`src/rtl/uart_tx_serializer.sv`:
```
// -----------------------------------------------------------------------------
// uart_tx_serializer
//
// Byte-stream 8N1 UART transmitter. Bytes arrive on a valid/ready handshake,
// are queued in a small circular FIFO, and are shifted out LSB first on a
// registered serial line. Frames are packed back to back whenever the FIFO
// still holds data at the end of a stop bit.
//
// Parameters:
//   ClkDiv     clock cycles per serial bit (>= 1)
//   FifoDepth  number of byte FIFO entries (power of 2, >= 2)
//
// Ports:
//   clk      in   single clock, rising-edge
//   rst      in   synchronous active-high reset
//   data_i   in   byte to transmit
//   valid_i  in   data_i is valid
//   ready_o  out  FIFO can accept a byte (not full)
//   tx_o     out  registered serial line, idle high
//   busy_o   out  FSM active or FIFO non-empty
//   level_o  out  FIFO occupancy, 0..FifoDepth
// -----------------------------------------------------------------------------
module uart_tx_serializer #(
    parameter int ClkDiv    = 16,
    parameter int FifoDepth = 8
) (
    input  logic                       clk,
    input  logic                       rst,
    input  logic [7:0]                 data_i,
    input  logic                       valid_i,
    output logic                       ready_o,
    output logic                       tx_o,
    output logic                       busy_o,
    output logic [$clog2(FifoDepth):0] level_o
);

    localparam int PtrW   = $clog2(FifoDepth);
    // A one-cycle bit still needs a 1-bit timer so the vector is never empty.
    localparam int TimerW = (ClkDiv > 1) ? $clog2(ClkDiv) : 1;
    localparam logic [TimerW-1:0] TimerLoad = TimerW'(ClkDiv - 1);
    localparam logic [PtrW:0]     FullCount = (PtrW + 1)'(FifoDepth);

    typedef enum logic [1:0] {
        IDLE,
        START,
        DATA,
        STOP
    } state_e;

    // FIFO storage and bookkeeping
    logic [7:0]      mem [FifoDepth];
    logic [PtrW-1:0] wr_ptr_q, wr_ptr_d;
    logic [PtrW-1:0] rd_ptr_q, rd_ptr_d;
    logic [PtrW:0]   count_q, count_d;

    // Serializer state
    state_e            state_q, state_d;
    logic [TimerW-1:0] timer_q, timer_d;
    logic [2:0]        bit_idx_q, bit_idx_d;
    logic [7:0]        shift_q, shift_d;
    logic              tx_q, tx_d;

    logic push;
    logic pop;
    logic fifo_empty;
    logic timer_end;

    assign fifo_empty = (count_q == '0);
    // Ready comes only from registered occupancy, so a pop on a full FIFO
    // does not open a slot until the following cycle.
    assign ready_o    = (count_q != FullCount);
    assign push       = valid_i && ready_o;
    assign timer_end  = (timer_q == '0);

    assign tx_o    = tx_q;
    assign level_o = count_q;
    assign busy_o  = (state_q != IDLE) || !fifo_empty;

    // FIFO payload write; stale entries are harmless because reset clears the pointers.
    always_ff @(posedge clk) begin
        if (push) begin
            mem[wr_ptr_q] <= data_i;
        end
    end

    always_comb begin
        wr_ptr_d = wr_ptr_q;
        rd_ptr_d = rd_ptr_q;
        count_d  = count_q;
        if (push) begin
            wr_ptr_d = wr_ptr_q + PtrW'(1);
        end
        if (pop) begin
            rd_ptr_d = rd_ptr_q + PtrW'(1);
        end
        case ({push, pop})
            2'b10:   count_d = count_q + (PtrW + 1)'(1);
            2'b01:   count_d = count_q - (PtrW + 1)'(1);
            default: count_d = count_q;
        endcase
    end

    // Frame sequencer: the timer counts down from TimerLoad and each state or
    // bit ends on the cycle it reads zero.
    always_comb begin
        state_d   = state_q;
        timer_d   = timer_q;
        bit_idx_d = bit_idx_q;
        shift_d   = shift_q;
        pop       = 1'b0;
        case (state_q)
            IDLE: begin
                if (!fifo_empty) begin
                    pop     = 1'b1;
                    shift_d = mem[rd_ptr_q];
                    timer_d = TimerLoad;
                    state_d = START;
                end
            end
            START: begin
                if (timer_end) begin
                    bit_idx_d = '0;
                    timer_d   = TimerLoad;
                    state_d   = DATA;
                end else begin
                    timer_d = timer_q - TimerW'(1);
                end
            end
            DATA: begin
                if (timer_end) begin
                    shift_d   = {1'b0, shift_q[7:1]};
                    bit_idx_d = bit_idx_q + 3'd1;
                    timer_d   = TimerLoad;
                    if (bit_idx_q == 3'd7) begin
                        state_d = STOP;
                    end
                end else begin
                    timer_d = timer_q - TimerW'(1);
                end
            end
            STOP: begin
                if (timer_end) begin
                    // Chain straight into the next start bit when data is waiting.
                    if (!fifo_empty) begin
                        pop     = 1'b1;
                        shift_d = mem[rd_ptr_q];
                        timer_d = TimerLoad;
                        state_d = START;
                    end else begin
                        timer_d = '0;
                        state_d = IDLE;
                    end
                end else begin
                    timer_d = timer_q - TimerW'(1);
                end
            end
            default: state_d = IDLE;
        endcase
    end

    // The line is registered from the current state, so it trails the FSM by
    // one cycle; every bit still lasts exactly ClkDiv cycles.
    always_comb begin
        case (state_q)
            START:   tx_d = 1'b0;
            DATA:    tx_d = shift_q[0];
            default: tx_d = 1'b1;
        endcase
    end

    always_ff @(posedge clk) begin
        if (rst) begin
            wr_ptr_q  <= '0;
            rd_ptr_q  <= '0;
            count_q   <= '0;
            state_q   <= IDLE;
            timer_q   <= '0;
            bit_idx_q <= '0;
            shift_q   <= '0;
            tx_q      <= 1'b1;
        end else begin
            wr_ptr_q  <= wr_ptr_d;
            rd_ptr_q  <= rd_ptr_d;
            count_q   <= count_d;
            state_q   <= state_d;
            timer_q   <= timer_d;
            bit_idx_q <= bit_idx_d;
            shift_q   <= shift_d;
            tx_q      <= tx_d;
        end
    end

endmodule
```
`config.mk`:
```
export PLATFORM = sky130hd
export DESIGN_NAME = uart_tx_serializer
export DESIGN_NICKNAME = d
export VERILOG_FILES = /design/src/rtl/uart_tx_serializer.sv
export SDC_FILE = /design/constraint.sdc
export NUM_CORES = 1
export LEC_CHECK = 0
export BUFFER_PORTS_ARGS = -buffer_cell sky130_fd_sc_hd__buf_2
export CAP_MARGIN = 5
export CORE_MARGIN = 2
export CORE_UTILIZATION = 30
export DETAILED_ROUTE_END_ITERATION = 6
export PLACE_DENSITY = 0.5
export SLEW_MARGIN = 40
export SYNTH_ARGS = -nofsm -noshare
export SYNTH_HDL_FRONTEND = slang
export SYNTH_SLANG_ARGS = --single-unit
```
`constraint.sdc`:
```
create_clock -name clk -period 2.32 [get_ports clk]
set_input_delay 0.464 -clock clk [delete_from_list [all_inputs] [get_ports clk]]
set_output_delay 0.464 -clock clk [all_outputs]
set_load 0.01 [all_outputs]
```
==> run metrics <==
clock power share 22.6%; Tmin final 2.34 ns; max frequency about 430 MHz; Worst Max-Slew Pin Slew 0.594 ns; Reg power frac ~37%; Worst-Skew Late Latency 0.34 ns; worst-path fanout max 5; CP startpoint kind flip-flop; DRC 0; IO Pins 18; post-synth top area cell edfxtp_1; num rows 42; asr flop ratio synth 0%; fin nets 360; final setup fails 1; R2R depth 10; Bufs on Longest Clock Path 2; Worst Hold Slack 0.391 ns; status complete, but fails checks; number of synthesized flops with an enable pin 64; hold_sp data_i[5]; failing checks negative setup slack; vias in the first global route around 2500; top post-synthesis cells by count 64 x edfxtp_1, 31 x dfxtp_1, 21 x nor2_1, 16 x mux4_2, 16 x nand2_1; Worst-path clk slew 0.07 ns; Sw Ratio 33.4%; Detailed Place HPWL 5300 um; Final Max Tran Viols 0; Final Util 37.3%; Placed Area between 0.004 and 0.005 sq mm; initial antenna violation count 0; arrival time at the worst endpoint approximately 2.6 ns; commonest register cell after synthesis edfxtp_1; chip height around 120 um; Psw about 2 mW; post-route design area 0.00496 sq mm; Synth Instances 288; HP Class input pin to flip-flop; VDD IR max 0.525 mV; drt total wl between 8000 and 9000 um; Pre-Repair DR Iteration Count 4; WS Path Type flip-flop to flip-flop; worst r2r src level_o[3]$_SDFFE_PP0P_; H-tree depth 3; Cell Int Power 4.03 mW; Antenna diodes 0; worst setup path startpoint level_o[3]$_SDFFE_PP0P_; power per standard cell area 1220 mW/mm^2; CTS tree done; pre-CTS setup slack -0.0480 ns; fin cells 515; Multi-input gate area 0.00154 sq mm; leakage dissipation approximately 1.7 nW; first-pass GRT wire length 13200 um; Die X roughly 120 um; Via density 4.73; placed cells approximately 500; Final Cycle Share 101%; Area growth syn-to-layout 21.4%; Final GP Congestion 0.789; GRT Util Overall 12.1%; Clock Skews 0.00578 ns; Yosys warnings 0; Area contributors post-synth edfxtp_1 47%, dfxtp_1 15%, mux4_2 8.8%, ha_1 4.3%, mux2_2 1.9%; RSZ-0062 raised after global routing true; TritonCTS Buffers 9; post-synth top area share between 40% and 50%; layout cell share with drive strength beyond 1 35.1%; FF/Latch Area 0.00255 sq mm; via count 2435; DR iter-0 viols 173; max_slew headroom 60.3%; Comb pwr share 40.8%; Worst Slack Setup Final -0.0196 ns; clock sink count 95; most common cell in the netlist edfxtp_1; Max-Cap Viols 0; R2R setup slack -0.02 ns; hold buffers post-CTS 0; crit end category flip-flop; Reg2Reg Capture Point level_o[2]$_SDFFE_PP0P_; Seq/Total Area, Yosys 62.2%; Detail Route Antenna Nets 0; Core ar. 0.0133 sq mm; largest net degree at the start of global routing 18; fillcell total 1250; Yosys cell types 46; Die ar. about 0.015 sq mm; Avg Synthesized Cell Area 14.2 sq um; Starting Density 30.7%; #FFs+latches synth 95; syn_nets 313; CP Data Required Time ~2.6 ns; Cell Area, Synth just over 0.004 sq mm; Hold Fails Final Rpt 0; CP Capture Point level_o[2]$_SDFFE_PP0P_; PortBufs 17; CTS Root Cell clkbuf_16; global route overflow 0; Wirelength per Cell 15.6 um
-- placed cells by master, fill, tap and decap left out, types with 2 or more instances in the layout --
cell,netlist,layout
o31ai_1,2,2
nor3_1,7,7
dfxtp_2,0,5
mux2_2,7,7
a21oi_2,0,3
a21oi_1,13,10
nand4b_1,2,2
inv_6,0,3
or4b_1,3,2
xor2_1,7,7
edfxtp_1,64,64
ha_1,14,9
a211oi_1,5,5
inv_2,0,3
buf_4,0,32
a32oi_1,2,2
ha_2,0,2
clkbuf_16,0,9
dfxtp_1,31,26
o211ai_1,8,8
ha_4,0,3
nor2_1,21,18
o21ai_0,4,4
nor2_2,0,3
nand2_1,16,15
nand2b_1,9,9
buf_2,2,17
mux2i_1,5,5
inv_1,10,7
mux4_2,16,16
nand3_1,5,5
-- cell families after synthesis --
| logic type | count (synthesis) | share of synthesized area (%) |
|---|---|---|
| flip-flops | 95 | 62.2 |
| AND/OR/NAND/NOR | 76 | 9.95 |
| buffers and inverters | 24 | 2.45 |
| adder cells (fa/ha/maj) | 14 | 4.29 |
| XOR/XNOR | 7 | 1.50 |
| multiplexers | 28 | 12.0 |
| AO/OA/AOI/OAI | 44 | 7.65 |
-- worst min-delay path by stage --
stage,cells after the start,to
3_5_place_dp,2,shift_q[1]$_SDFFE_PP0P_
3_3_place_gp,2,shift_q[6]$_SDFFE_PP0P_
4_1_cts,1,mem[1][7]$_DFFE_PP_
2_1_floorplan,2,shift_q[1]$_SDFFE_PP0P_
6_report,1,mem[5][5]$_DFFE_PP_
5_1_grt,1,mem[5][4]$_DFFE_PP_
-- per-stage QoR --
stage | TNS [ns] | power [mW]
after floorplan | -0.278 | 3.88
after global placement | 0 | 4.59
after detailed placement | -0.0868 | 4.62
after CTS | -0.0579 | 6.10
after global routing | -0.148 | 6.46
final | -0.0196 | 6.04
-- layer usage --
metal	global-route usage, %	vias up	wire length [um]
li1	-	1196	-
met1	15.2	1200	3860
met2	20.4	34	3870
met3	3.54	5	262
met4	3.27	0	60
met5	0	-	0
-- worst max-delay path, stage by stage, from the launching register on --
cell and delay, ns:
dfxtp_2 0.33, buf_4 0.13, or4b_1 0.54, nand2_4 0.15, ha_4 0.15, xor2_1 0.15
ha_2 0.19, a21oi_2 0.03, xor2_1 0.15, or3_1 0.33, a21oi_2 0.11
-- state kept, by name, summed over array words and instances, names as in the netlist, named ones only --
name,flops
rd_ptr_q,3
timer_q,4
bit_idx_q,3
mem,64
shift_q,8
wr_ptr_q,3
level_o,4
tx_o,1
state_q,2
-- power groups by stage --
stage / Sequential, mW / Clock (mW) / Combinational [mW]
final: 2.21 / 1.37 / 2.47
after detailed placement: 2.24 / 0 / 2.38
after global routing: 2.24 / 1.48 / 2.74
after CTS: 2.21 / 1.42 / 2.47
after global placement: 2.23 / 0 / 2.37
after floorplan: 2.24 / 0 / 1.64
-- final cells by class --
type                       instances  area share [%]
timing repair buffer              50            6.96
inverter                          10           0.756
clock buffer                      10            4.61
tap                              176            4.44
clock inverter                     5           0.857
multi-input combinational        169            31.0
sequential                        95            51.3
-- timing repair --
| item | 4_1_cts | 5_1_grt |
|---|---|---|
| resized for setup | 10 | 3 |
| pin swaps | 7 | 3 |
| endpoints found under the setup margin | 2 | 3 |
| setup buffers | 2 | 0 |
No activity file was read; power rests on OpenSTA's default activity.
